$ cat config.mk
export PLATFORM = sky130hd
export DESIGN_NAME = ldm_stm_sequencer
export DESIGN_NICKNAME = d
export VERILOG_FILES = /design/src/rtl/ldm_stm_sequencer_pkg.sv /design/src/rtl/ldm_stm_sequencer_lowest_set_bit16.sv /design/src/rtl/ldm_stm_sequencer.sv
export SDC_FILE = /design/constraint.sdc
export NUM_CORES = 1
export LEC_CHECK = 0
export CORE_UTILIZATION = 29
export CTS_CLUSTER_SIZE = 25
export DETAILED_ROUTE_END_ITERATION = 10
export PLACE_DENSITY_LB_ADDON = 0.25
export SKIP_LAST_GASP = 1
export SLEW_MARGIN = 5
export SYNTH_ARGS = -nofsm -noshare
export SYNTH_HDL_FRONTEND = slang
export SYNTH_SLANG_ARGS = --single-unit
export TNS_END_PERCENT = 100
$ cat constraint.sdc
create_clock -name CLK -period 4 [get_ports CLK]
set_input_delay 0.6 -clock CLK [delete_from_list [all_inputs] [get_ports CLK]]
set_output_delay 0.6 -clock CLK [all_outputs]
set_load 0.005 [all_outputs]
$ cat src/rtl/ldm_stm_sequencer_pkg.sv
// Shared definitions for the load/store-multiple sequencer.
//   state_t      : sequencer states (IDLE, XFER, WB, FIN)
//   IR_*         : bit positions of the fields latched from the instruction word
//   WORD_STEP    : byte distance between consecutive transfers
package ldm_stm_sequencer_pkg;

    typedef enum logic [1:0] {
        S_IDLE = 2'd0,
        S_XFER = 2'd1,
        S_WB   = 2'd2,
        S_FIN  = 2'd3
    } state_t;

    localparam int IR_P_BIT    = 24;  // 1 = pre-index (before), 0 = post-index (after)
    localparam int IR_U_BIT    = 23;  // 1 = increment, 0 = decrement
    localparam int IR_W_BIT    = 21;  // base writeback
    localparam int IR_L_BIT    = 20;  // 1 = load (LDM), 0 = store (STM)
    localparam int IR_RN_LSB   = 16;
    localparam int IR_RN_W     = 4;
    localparam int IR_LIST_LSB = 0;
    localparam int WORD_STEP   = 4;

endpackage

$ cat src/rtl/ldm_stm_sequencer_lowest_set_bit16.sv
// Combinational priority encoder: index of the lowest set bit of a 16-bit list.
//   list  : input register list
//   index : position of the lowest set bit (0 when list is empty)
//   valid : list has at least one bit set
module lowest_set_bit16 (
    input  logic [15:0] list,
    output logic [3:0]  index,
    output logic        valid
);

    always_comb begin
        index = '0;
        valid = |list;
        // Scan from the top so the lowest set bit is the last one written.
        for (int i = 15; i >= 0; i--) begin
            if (list[i]) index = 4'(i);
        end
    end

endmodule

$ cat src/rtl/ldm_stm_sequencer.sv
// Load/Store Multiple sequencer. Latches the instruction fields, base and
// byte count on START, then issues one memory transfer per MOC handshake,
// lowest register first at ascending addresses, optionally followed by a
// base writeback and a one-cycle DONE.
//   CLK, RESET            : clock, asynchronous active-high reset
//   START, IR, BASE, OFFSET: request and its operands (sampled in IDLE)
//   MOC                   : memory operation complete for the current transfer
//   MEM_EN/RW/ADDR        : memory request, direction (1 = read), word address
//   REG_SEL, REG_LOAD     : register index and load strobe (LDM only)
//   WB_EN, WB_VALUE       : base writeback strobe and value
//   BUSY, DONE            : not-idle flag, completion pulse
module ldm_stm_sequencer
    import ldm_stm_sequencer_pkg::*;
#(
    parameter int NREG   = 16,
    parameter int ADDR_W = 32
) (
    input  logic              CLK,
    input  logic              RESET,
    input  logic              START,
    input  logic [31:0]       IR,
    input  logic [ADDR_W-1:0] BASE,
    input  logic [ADDR_W-1:0] OFFSET,
    input  logic              MOC,
    output logic              MEM_EN,
    output logic              MEM_RW,
    output logic [ADDR_W-1:0] MEM_ADDR,
    output logic [3:0]        REG_SEL,
    output logic              REG_LOAD,
    output logic              WB_EN,
    output logic [ADDR_W-1:0] WB_VALUE,
    output logic              BUSY,
    output logic              DONE
);

    localparam logic [ADDR_W-1:0] STEP = ADDR_W'(WORD_STEP);

    state_t            state;
    logic [NREG-1:0]   pend;
    logic [ADDR_W-1:0] addr;
    logic [ADDR_W-1:0] wb_val;
    logic              rw, wb, wb_sup;
    logic              mem_en, busy, wb_en, done;

    logic [3:0]        sel;
    logic              sel_vld;
    logic [NREG-1:0]   pend_next;

    logic [NREG-1:0]   ir_list;
    logic              ir_p, ir_u;
    logic [ADDR_W-1:0] lo_addr, start_addr;
    logic              unused_ir;

    assign unused_ir = ^{IR[31:25], IR[22]};

    lowest_set_bit16 u_lsb (
        .list  (pend),
        .index (sel),
        .valid (sel_vld)
    );

    assign pend_next = pend & ~(NREG'(1) << sel);

    assign ir_list = IR[IR_LIST_LSB +: NREG];
    assign ir_p    = IR[IR_P_BIT];
    assign ir_u    = IR[IR_U_BIT];
    assign lo_addr = BASE - OFFSET;

    // Transfers always ascend; decrementing modes start from the low end.
    always_comb begin
        unique case ({ir_p, ir_u})
            2'b01:   start_addr = BASE;            // IA
            2'b11:   start_addr = BASE + STEP;     // IB
            2'b00:   start_addr = lo_addr + STEP;  // DA
            default: start_addr = lo_addr;         // DB
        endcase
    end

    always_ff @(posedge CLK or posedge RESET) begin
        if (RESET) begin
            state  <= S_IDLE;
            pend   <= '0;
            addr   <= '0;
            wb_val <= '0;
            rw     <= 1'b0;
            wb     <= 1'b0;
            wb_sup <= 1'b0;
            mem_en <= 1'b0;
            busy   <= 1'b0;
            wb_en  <= 1'b0;
            done   <= 1'b0;
        end else begin
            wb_en <= 1'b0;
            done  <= 1'b0;
            unique case (state)
                S_IDLE: begin
                    if (START) begin
                        pend   <= ir_list;
                        addr   <= start_addr;
                        wb_val <= ir_u ? BASE + OFFSET : lo_addr;
                        rw     <= IR[IR_L_BIT];
                        wb     <= IR[IR_W_BIT];
                        // A loaded Rn overrides the writeback.
                        wb_sup <= IR[IR_L_BIT] & ir_list[IR[IR_RN_LSB +: IR_RN_W]];
                        busy   <= 1'b1;
                        if (|ir_list) begin
                            state  <= S_XFER;
                            mem_en <= 1'b1;
                        end else begin
                            state <= S_FIN;
                            done  <= 1'b1;
                        end
                    end
                end
                S_XFER: begin
                    if (MOC && sel_vld) begin
                        pend <= pend_next;
                        addr <= addr + STEP;
                        if (pend_next == '0) begin
                            mem_en <= 1'b0;
                            if (wb) begin
                                state <= S_WB;
                                wb_en <= ~wb_sup;
                            end else begin
                                state <= S_FIN;
                                done  <= 1'b1;
                            end
                        end
                    end
                end
                S_WB: begin
                    state <= S_FIN;
                    done  <= 1'b1;
                end
                default: begin
                    state <= S_IDLE;
                    busy  <= 1'b0;
                end
            endcase
        end
    end

    assign MEM_EN   = mem_en;
    assign MEM_RW   = rw;
    assign MEM_ADDR = addr;
    assign REG_SEL  = sel;
    // Strobe coincides with the handshake so REG_SEL still names the target.
    assign REG_LOAD = (state == S_XFER) && MOC && rw;
    assign WB_EN    = wb_en;
    assign WB_VALUE = wb_val;
    assign BUSY     = busy;
    assign DONE     = done;

endmodule

==> impl_metrics.toml, run 1 <==
[detailed_routing]
dr.pass1.iters = 5
wl_per_cell_um = 17.9
vias = 12400
routed_via_density = 5.33
dr.first_iter.drc_count = 807
drc = 0
routed_wl_mm = 41.6
antenna_left = 0

[synth]
synth-simple-area-share_pct = 24.9
yosys-top-cells-area = "dfrtp_1 (21%), ha_1 (8.0%), o21ai_0 (6.0%)"
synth-compound-area-share_pct = 30.2
synth-async-reset-ratio_pct = 100
ys_seq_elements = 89
synth_cells = 1457
ys_types = 96
synth_warnings = 0
synthMuxAreaShare_pct = 3.79
synth_top_family_by_area = "compound AO/OA/AOI/OAI gates"
synthFlopType = "dfrtp_1"
syn_area_um2 = 10700
post-synth-top-area-cell = "dfrtp_1"
synth_fa_ha_area_share_pct = 8.52
synth_edf_count = 0
synth.top_cell.area_share_pct = 20.8
syn_area_per_cell_um2 = 7.34
syn_nets = 1627
ys_seq_area_share_pct = 20.8
synth-xor-area-share_pct = 5.40

[power_and_ir_drop]
p_switching_mw = 3.42
swShare_pct = 45.8
seq_power_share_pct = 24.6
clock_power_share_pct = 12.1
power_mw = 7.47
p_leak_nw = 6.80
power_frac_comb_pct = 63.3
p_per_area_nw_per_um2 = 481
p_int_mw = 4.05
max-vdd-ir-drop_uv = 283

[critical_path]
cp-start-kind = "primary input"
reg2reg_from = "pend[4]"
reg2reg_depth = 13
required_ns = 4.24
crit_fanout = 7
critPathKind = "primary input to flop"
r2r_slack_ns = 0.26
worst_ep_arrival_time_ns = 4.11
worst_r2r_endpoint = "MEM_ADDR[11]"
endpoint_kind = "flop"

[clock_network]
cts.sinks = 89
clk_pin_slew_ns = 0.08
cts_buffer_depth = 2
cts-root-buf = "clkbuf_16"
cts_tree = "built"
htreeDepth = 3
clock_latency_ns = 0.38
numCtsBuffers = 9

[min_path]
hold_start = "wb_sup"
hold_path_end = "WB_EN"
hp-class = "flop to flop"
worstHoldPathCells = 1

[placement]
io_buffers = 165
gp_congestion = 0.925
hpwlAfterDp_mm = 33.2
dpl_cell_area_um2 = 14800

[timing]
min_period_ns = 3.87
worstMarginPinSlew_ns = 0.835
finClkSkew_ns = 0.0138
slew_violations = 0
relSlewSlack_pct = 44.3
hold_viol_final = 0
setup_viol = 0
period_share_pct = 96.8
rsz0062_at_grt = "yes"
fmax_ghz = 0.258

[die]
rows = 69
die_w_um = 194
start_util_pct = 29.8
core_um2 = 35900
die_height_um = 194
io_pins = 174
die-area_um2 = 37600

[global_route]
grt_pass1_vias = 12100
grt_overflow = 0
antenna_found_initial = 1
grt_pass1_wl_mm = 65.2
grt_max_degree = 57
grt_util_all_layers_pct = 21.7

[cells_and_area]
stdcell_area_um2 = 15500
fin_nets = 2033
drive_above_1_share_pct = 22.8
final_cell_mix = "buf_4 (308), nand2_1 (161), clkdlybuf4s50_1 (160), nor2_1 (143), o21ai_0 (122)"
area_delta_synth_final_pct = 45.4
fill_cells = 3637
final_common_cell = "buf_4"

[outcome]
outcome = "finished, final reports clean"

[job]
maxCapViolCount = 0
==> worst max path at each step <==
stage	slack, ns	startpoint	depth (start not counted)	endpoint
after floorplan	0.13	IR[23]	15	MEM_ADDR[12]
after global placement	-0.54	OFFSET[0]	19	MEM_ADDR[28]
after detailed placement	-0.65	OFFSET[0]	16	MEM_ADDR[16]
after CTS	-0.01	OFFSET[0]	19	MEM_ADDR[18]
after global routing	-0.13	OFFSET[4]	18	MEM_ADDR[18]
final	0.13	OFFSET[4]	18	MEM_ADDR[18]
==> metrics by stage <==
step	cells	setup WS [ns]	hold slack (ns)	TNS (ns)	utilization [%]
3_3_place_gp	2298	-0.536	0.439	-10.09	41.3
2_1_floorplan	1457	0.134	0.407	0	-
3_5_place_dp	2298	-0.654	0.454	-12.09	41.3
5_1_grt	2329	-0.130	0.500	-0.488	43.3
6_report	2330	0.130	0.456	0	43.3
4_1_cts	2318	-0.0119	0.464	-0.0119	42.4
==> synth_stat cells, drive strengths merged, types with 12 or more instances <==
library cell  instances
o31ai                16
nor3                 45
nor2                146
xor2                 16
ha                   68
nor4                 18
clkbuf               57
a21oi               108
nand2               163
mux2i                21
buf                  23
nand4                25
and2                 12
inv                  88
a211oi               17
o21ai               137
o21bai               16
nand2b               15
nand3                54
a221oi               19
o211ai               15
xnor2                49
and3                 21
dfrtp                89
a21o                 15
a22o                 14
a31oi                24
==> power by group through the flow <==
stage | registers (mW) | clock network (mW) | logic (mW)
after floorplan | 1.74 | 0 | 2.47
after global placement | 1.83 | 0 | 4.60
after detailed placement | 1.85 | 0 | 4.61
after CTS | 1.83 | 0.929 | 4.66
after global routing | 1.91 | 0.959 | 5.18
final | 1.83 | 0.905 | 4.73
==> cells by family after synthesis <==
group / Yosys count
buf+inv: 168
fa+ha+maj: 72
mux: 33
simple gates: 551
compound gates: 479
xor+xnor: 65
flops: 89
==> flip-flops by register name, summed over array words and instances, names as in the netlist <==
name	cells
MEM_ADDR	32
WB_VALUE	32
pend	16
state	2
BUSY	1
DONE	1
MEM_EN	1
MEM_RW	1
WB_EN	1
wb	1
wb_sup	1
==> final cells by class <==
type                            instances  area (um^2)  share of cell area [%]
Antenna cell                            1         2.50                  0.0161
Clock buffer                            9          225                    1.45
Clock inverter                          7         62.6                   0.403
Inverter                               88          333                    2.14
Multi-Input combinational cell       1200         8110                    52.2
Sequential cell                        89         2230                    14.3
Tap cell                              461          577                    3.71
Timing Repair Buffer                  475         4010                    25.8
==> critical path: stages <==
cell and delay [ns]:
clkdlybuf4s50_1 0.48, inv_1 0.08, ha_4 0.29, buf_4 0.13
o211a_1 0.15, a21boi_4 0.25, o21ai_4 0.12, o211a_1 0.29
xor2_2 0.18, o41ai_4 0.32, buf_4 0.20, buf_4 0.12
nand4b_4 0.16, buf_4 0.19, o311ai_1 0.23, o21ai_1 0.10
o221ai_1 0.09, a221oi_1 0.12
==> layer usage <==
| metal | part of all wire [%] | vias up | GRT usage [%] |
|---|---|---|---|
| li1 | - | 6151 | - |
| met1 | 48 | 5881 | 29.5 |
| met2 | 46 | 335 | 35.8 |
| met3 | 5.2 | 43 | 3.55 |
| met4 | 1.4 | 0 | 5.11 |
| met5 | 0 | - | 0 |
==> what timing repair did <==
action                                  in CTS  in global routing
endpoints found under the setup margin      18                 25
hold buffers                                 0                  0
resized for setup                           13                 48
pin swaps                                    9                 29
setup buffers                                4                 12
No activity file was read; power rests on OpenSTA's default activity.
==> inputs of run 2 (changes only) <==
- SYNTH_HIERARCHICAL: not set -> 1
==> run 2 against run 1 <==
Effect of this change: sequential power fell by 6%; the flow now finishes with violations (setup timing); cell count is 1.7% higher; utilization is 1.9 points higher.
==> impl_metrics.toml, run 2 <==
[critical_path]
critPathKind = "primary input to flop"
reg2reg_from = "pend[14]"
endpoint_kind = "flop"
r2r_slack_ns = 0.68
worst_ep_arrival_time_ns = 4.39
max_stage_delay_ns = 0.40
reg2reg_depth = 10
worst_r2r_endpoint = "DONE"
crit_fanout = 7
cp-start-kind = "primary input"
crit_slowest_cell = "fa_2"
required_ns = 4.31
crit_chain = "clkdlybuf4s15_1, inv_2, fa_2, buf_6, a211o_4, a2111o_1, nand3_2, or3b_4, o31ai_4, and4_4, nor4b_4, nand4_4, a2111oi_4, mux2_4, o21ai_2"

[synth]
syn_area_um2 = 10700
ys_seq_elements = 89
ys_seq_area_share_pct = 20.8
syn_area_per_cell_um2 = 7.26
synthFlopType = "dfrtp_1"
yosys-top-cells-count = "nand2_1 (177), o21ai_0 (135), nor2_1 (127)"
synth-async-reset-ratio_pct = 100
synth.top_cell.area_share_pct = 20.8
synth_warnings = 6
ys_types = 94
yosysMostFrequentCell = "nand2_1"
synth_cells = 1474
synth_edf_count = 0
syn_nets = 1644
post-synth-top-area-cell = "dfrtp_1"
yosys-top-cells-area = "dfrtp_1 (21%), ha_1 (8.0%), o21ai_0 (6.3%)"

[timing]
period_share_pct = 102
setup_ws_ns = -0.0881
rsz0062_at_grt = "yes"
fin_tns_setup_ns = -0.305
hold_viol_final = 0
finClkSkew_ns = 0.0115
min_period_ns = 4.09
hold_slack_ns = 0.444
fmax_ghz = 0.245
worstMarginPinSlew_ns = 1.09
setup_viol = 8
relSlewSlack_pct = 27.4
slew_violations = 0

[detailed_routing]
wl_per_cell_um = 17.8
routed_via_density = 5.40
dr.pass1.iters = 5
vias = 12800
dr.first_iter.drc_count = 834
drc = 0
routed_wl_mm = 42.2
antenna_left = 0

[placement]
hpwlAfterDp_mm = 31.8
dp.cells = 2324
io_buffers = 165
gp_congestion = 0.963
dpl_cell_area_um2 = 15000

[global_route]
grt_overflow = 0
grt_pass1_vias = 12400
antenna_found_initial = 0
grt_util_all_layers_pct = 22.1
grt_pass1_wl_mm = 67.2
grt_max_degree = 101

[outcome]
violations = "setup timing"
outcome = "finished with violations"

[cells_and_area]
fin_nets = 2073
area_delta_synth_final_pct = 51.6
insertedDiodeCount = 0
fill_cells = 3631
final_cells = 2369
regArea_um2 = 2230
drive_above_1_share_pct = 26.5
final_common_cell = "buf_4"
final_cell_mix = "buf_4 (322), nand2_1 (173), clkdlybuf4s50_1 (142), nor2_1 (122), o21ai_0 (121)"
multi_input_area_um2 = 8540
fin_util_pct = 45.1
stdcell_area_um2 = 16200

[min_path]
hold_start = "wb_sup"
worstHoldPathCells = 1
hold_path_end = "WB_EN"
hp-class = "flop to flop"

[clock_network]
cts_hold_buf = 0
cts-root-buf = "clkbuf_16"
cts_buffer_depth = 2
numCtsBuffers = 9
clock_latency_ns = 0.38
htreeDepth = 3
clk_pin_slew_ns = 0.07
cts.sinks = 89
cts_tree = "built"

[job]
maxCapViolCount = 0

[die]
core_um2 = 35900
io_pins = 174
start_util_pct = 29.8
die-area_um2 = 37600
die_w_um = 194
rows = 69
die_height_um = 194

[power_and_ir_drop]
p_per_area_nw_per_um2 = 443
p_leak_nw = 6.93
max-vdd-ir-drop_uv = 237
## run 2: cell count changes after synthesis, moves of 6 or more
cell      change
nor3_1        -6
nand2_1      +14
inv_1         -9
buf_2         -7
nand3_1       -6
or2_2         -6
nor2_1       -19
o21ai_0       +6
a211oi_1     +11
nor3b_1       +7
nor4_1        +8
clkbuf_1     +10
xnor2_1      -10
## run 2: cell families after synthesis
| kind of cell | synth area share [%] |
|---|---|
| AND/OR/NAND/NOR | 26.1 |
| AO/OA/AOI/OAI | 31.1 |
| buffers and inverters | 6.04 |
| flip-flops | 20.8 |
| adder cells (fa/ha/maj) | 8.33 |
| XOR/XNOR | 4.50 |
| multiplexers | 3.17 |
## run 2: per-layer routing
| metal | part of all wire, % | track usage [%] | up-vias |
|---|---|---|---|
| li1 | - | - | 6302 |
| met1 | 48 | 31.2 | 6056 |
| met2 | 44 | 34.3 | 376 |
| met3 | 5.6 | 3.04 | 52 |
| met4 | 2.4 | 7.44 | 0 |
| met5 | 0 | 0 | - |
## run 2: timing repair
| action | 4_1_cts | 5_1_grt |
|---|---|---|
| setup buffers | 23 | 8 |
| pin swaps | 39 | 51 |
| setup endpoints to repair | 22 | 24 |
| gates resized for setup | 78 | 116 |
## run 2: how the worst max path moves through the flow
stage               slack, ns      start            to  depth (start not counted)
finish                  -0.09  OFFSET[1]  MEM_ADDR[31]                         15
detailed placement      -0.98    BASE[0]  MEM_ADDR[31]                         19
global route            -0.22    BASE[0]  MEM_ADDR[31]                         17
global placement        -0.93    BASE[0]  MEM_ADDR[29]                         19
floorplan               -0.12    BASE[0]  MEM_ADDR[29]                         15
CTS                     -0.16    BASE[0]  MEM_ADDR[21]                         20
## run 2: layout make-up
cell class,count,share of cell area [%]
Timing Repair Buffer,504,26.3
Clock inverter,5,0.247
Multi-Input combinational cell,1219,52.7
Tap cell,461,3.56
Sequential cell,89,13.7
Inverter,80,1.98
Clock buffer,11,1.50
## run 2: power breakdown
part           switching [mW]  internal (mW)
Sequential              0.416           1.31
Combinational            2.41           2.17
Clock                   0.436          0.443
Total                    3.26           3.92
## run 2: stage by stage
stage,setup slack (ns),power [mW]
finish,-0.0881,7.19
global route,-0.219,7.77
CTS,-0.161,7.09
detailed placement,-0.977,6.08
global placement,-0.930,6.05
floorplan,-0.118,4.00
## run 2: worst max-delay path: cells and delay by family
family                   cells  cell delay, ns
AO/OA/AOI/OAI                5            1.36
adder cells (fa/ha/maj)      1            0.40
buffers and inverters        3            0.39
multiplexers                 1            0.34
AND/OR/NAND/NOR              5            1.29
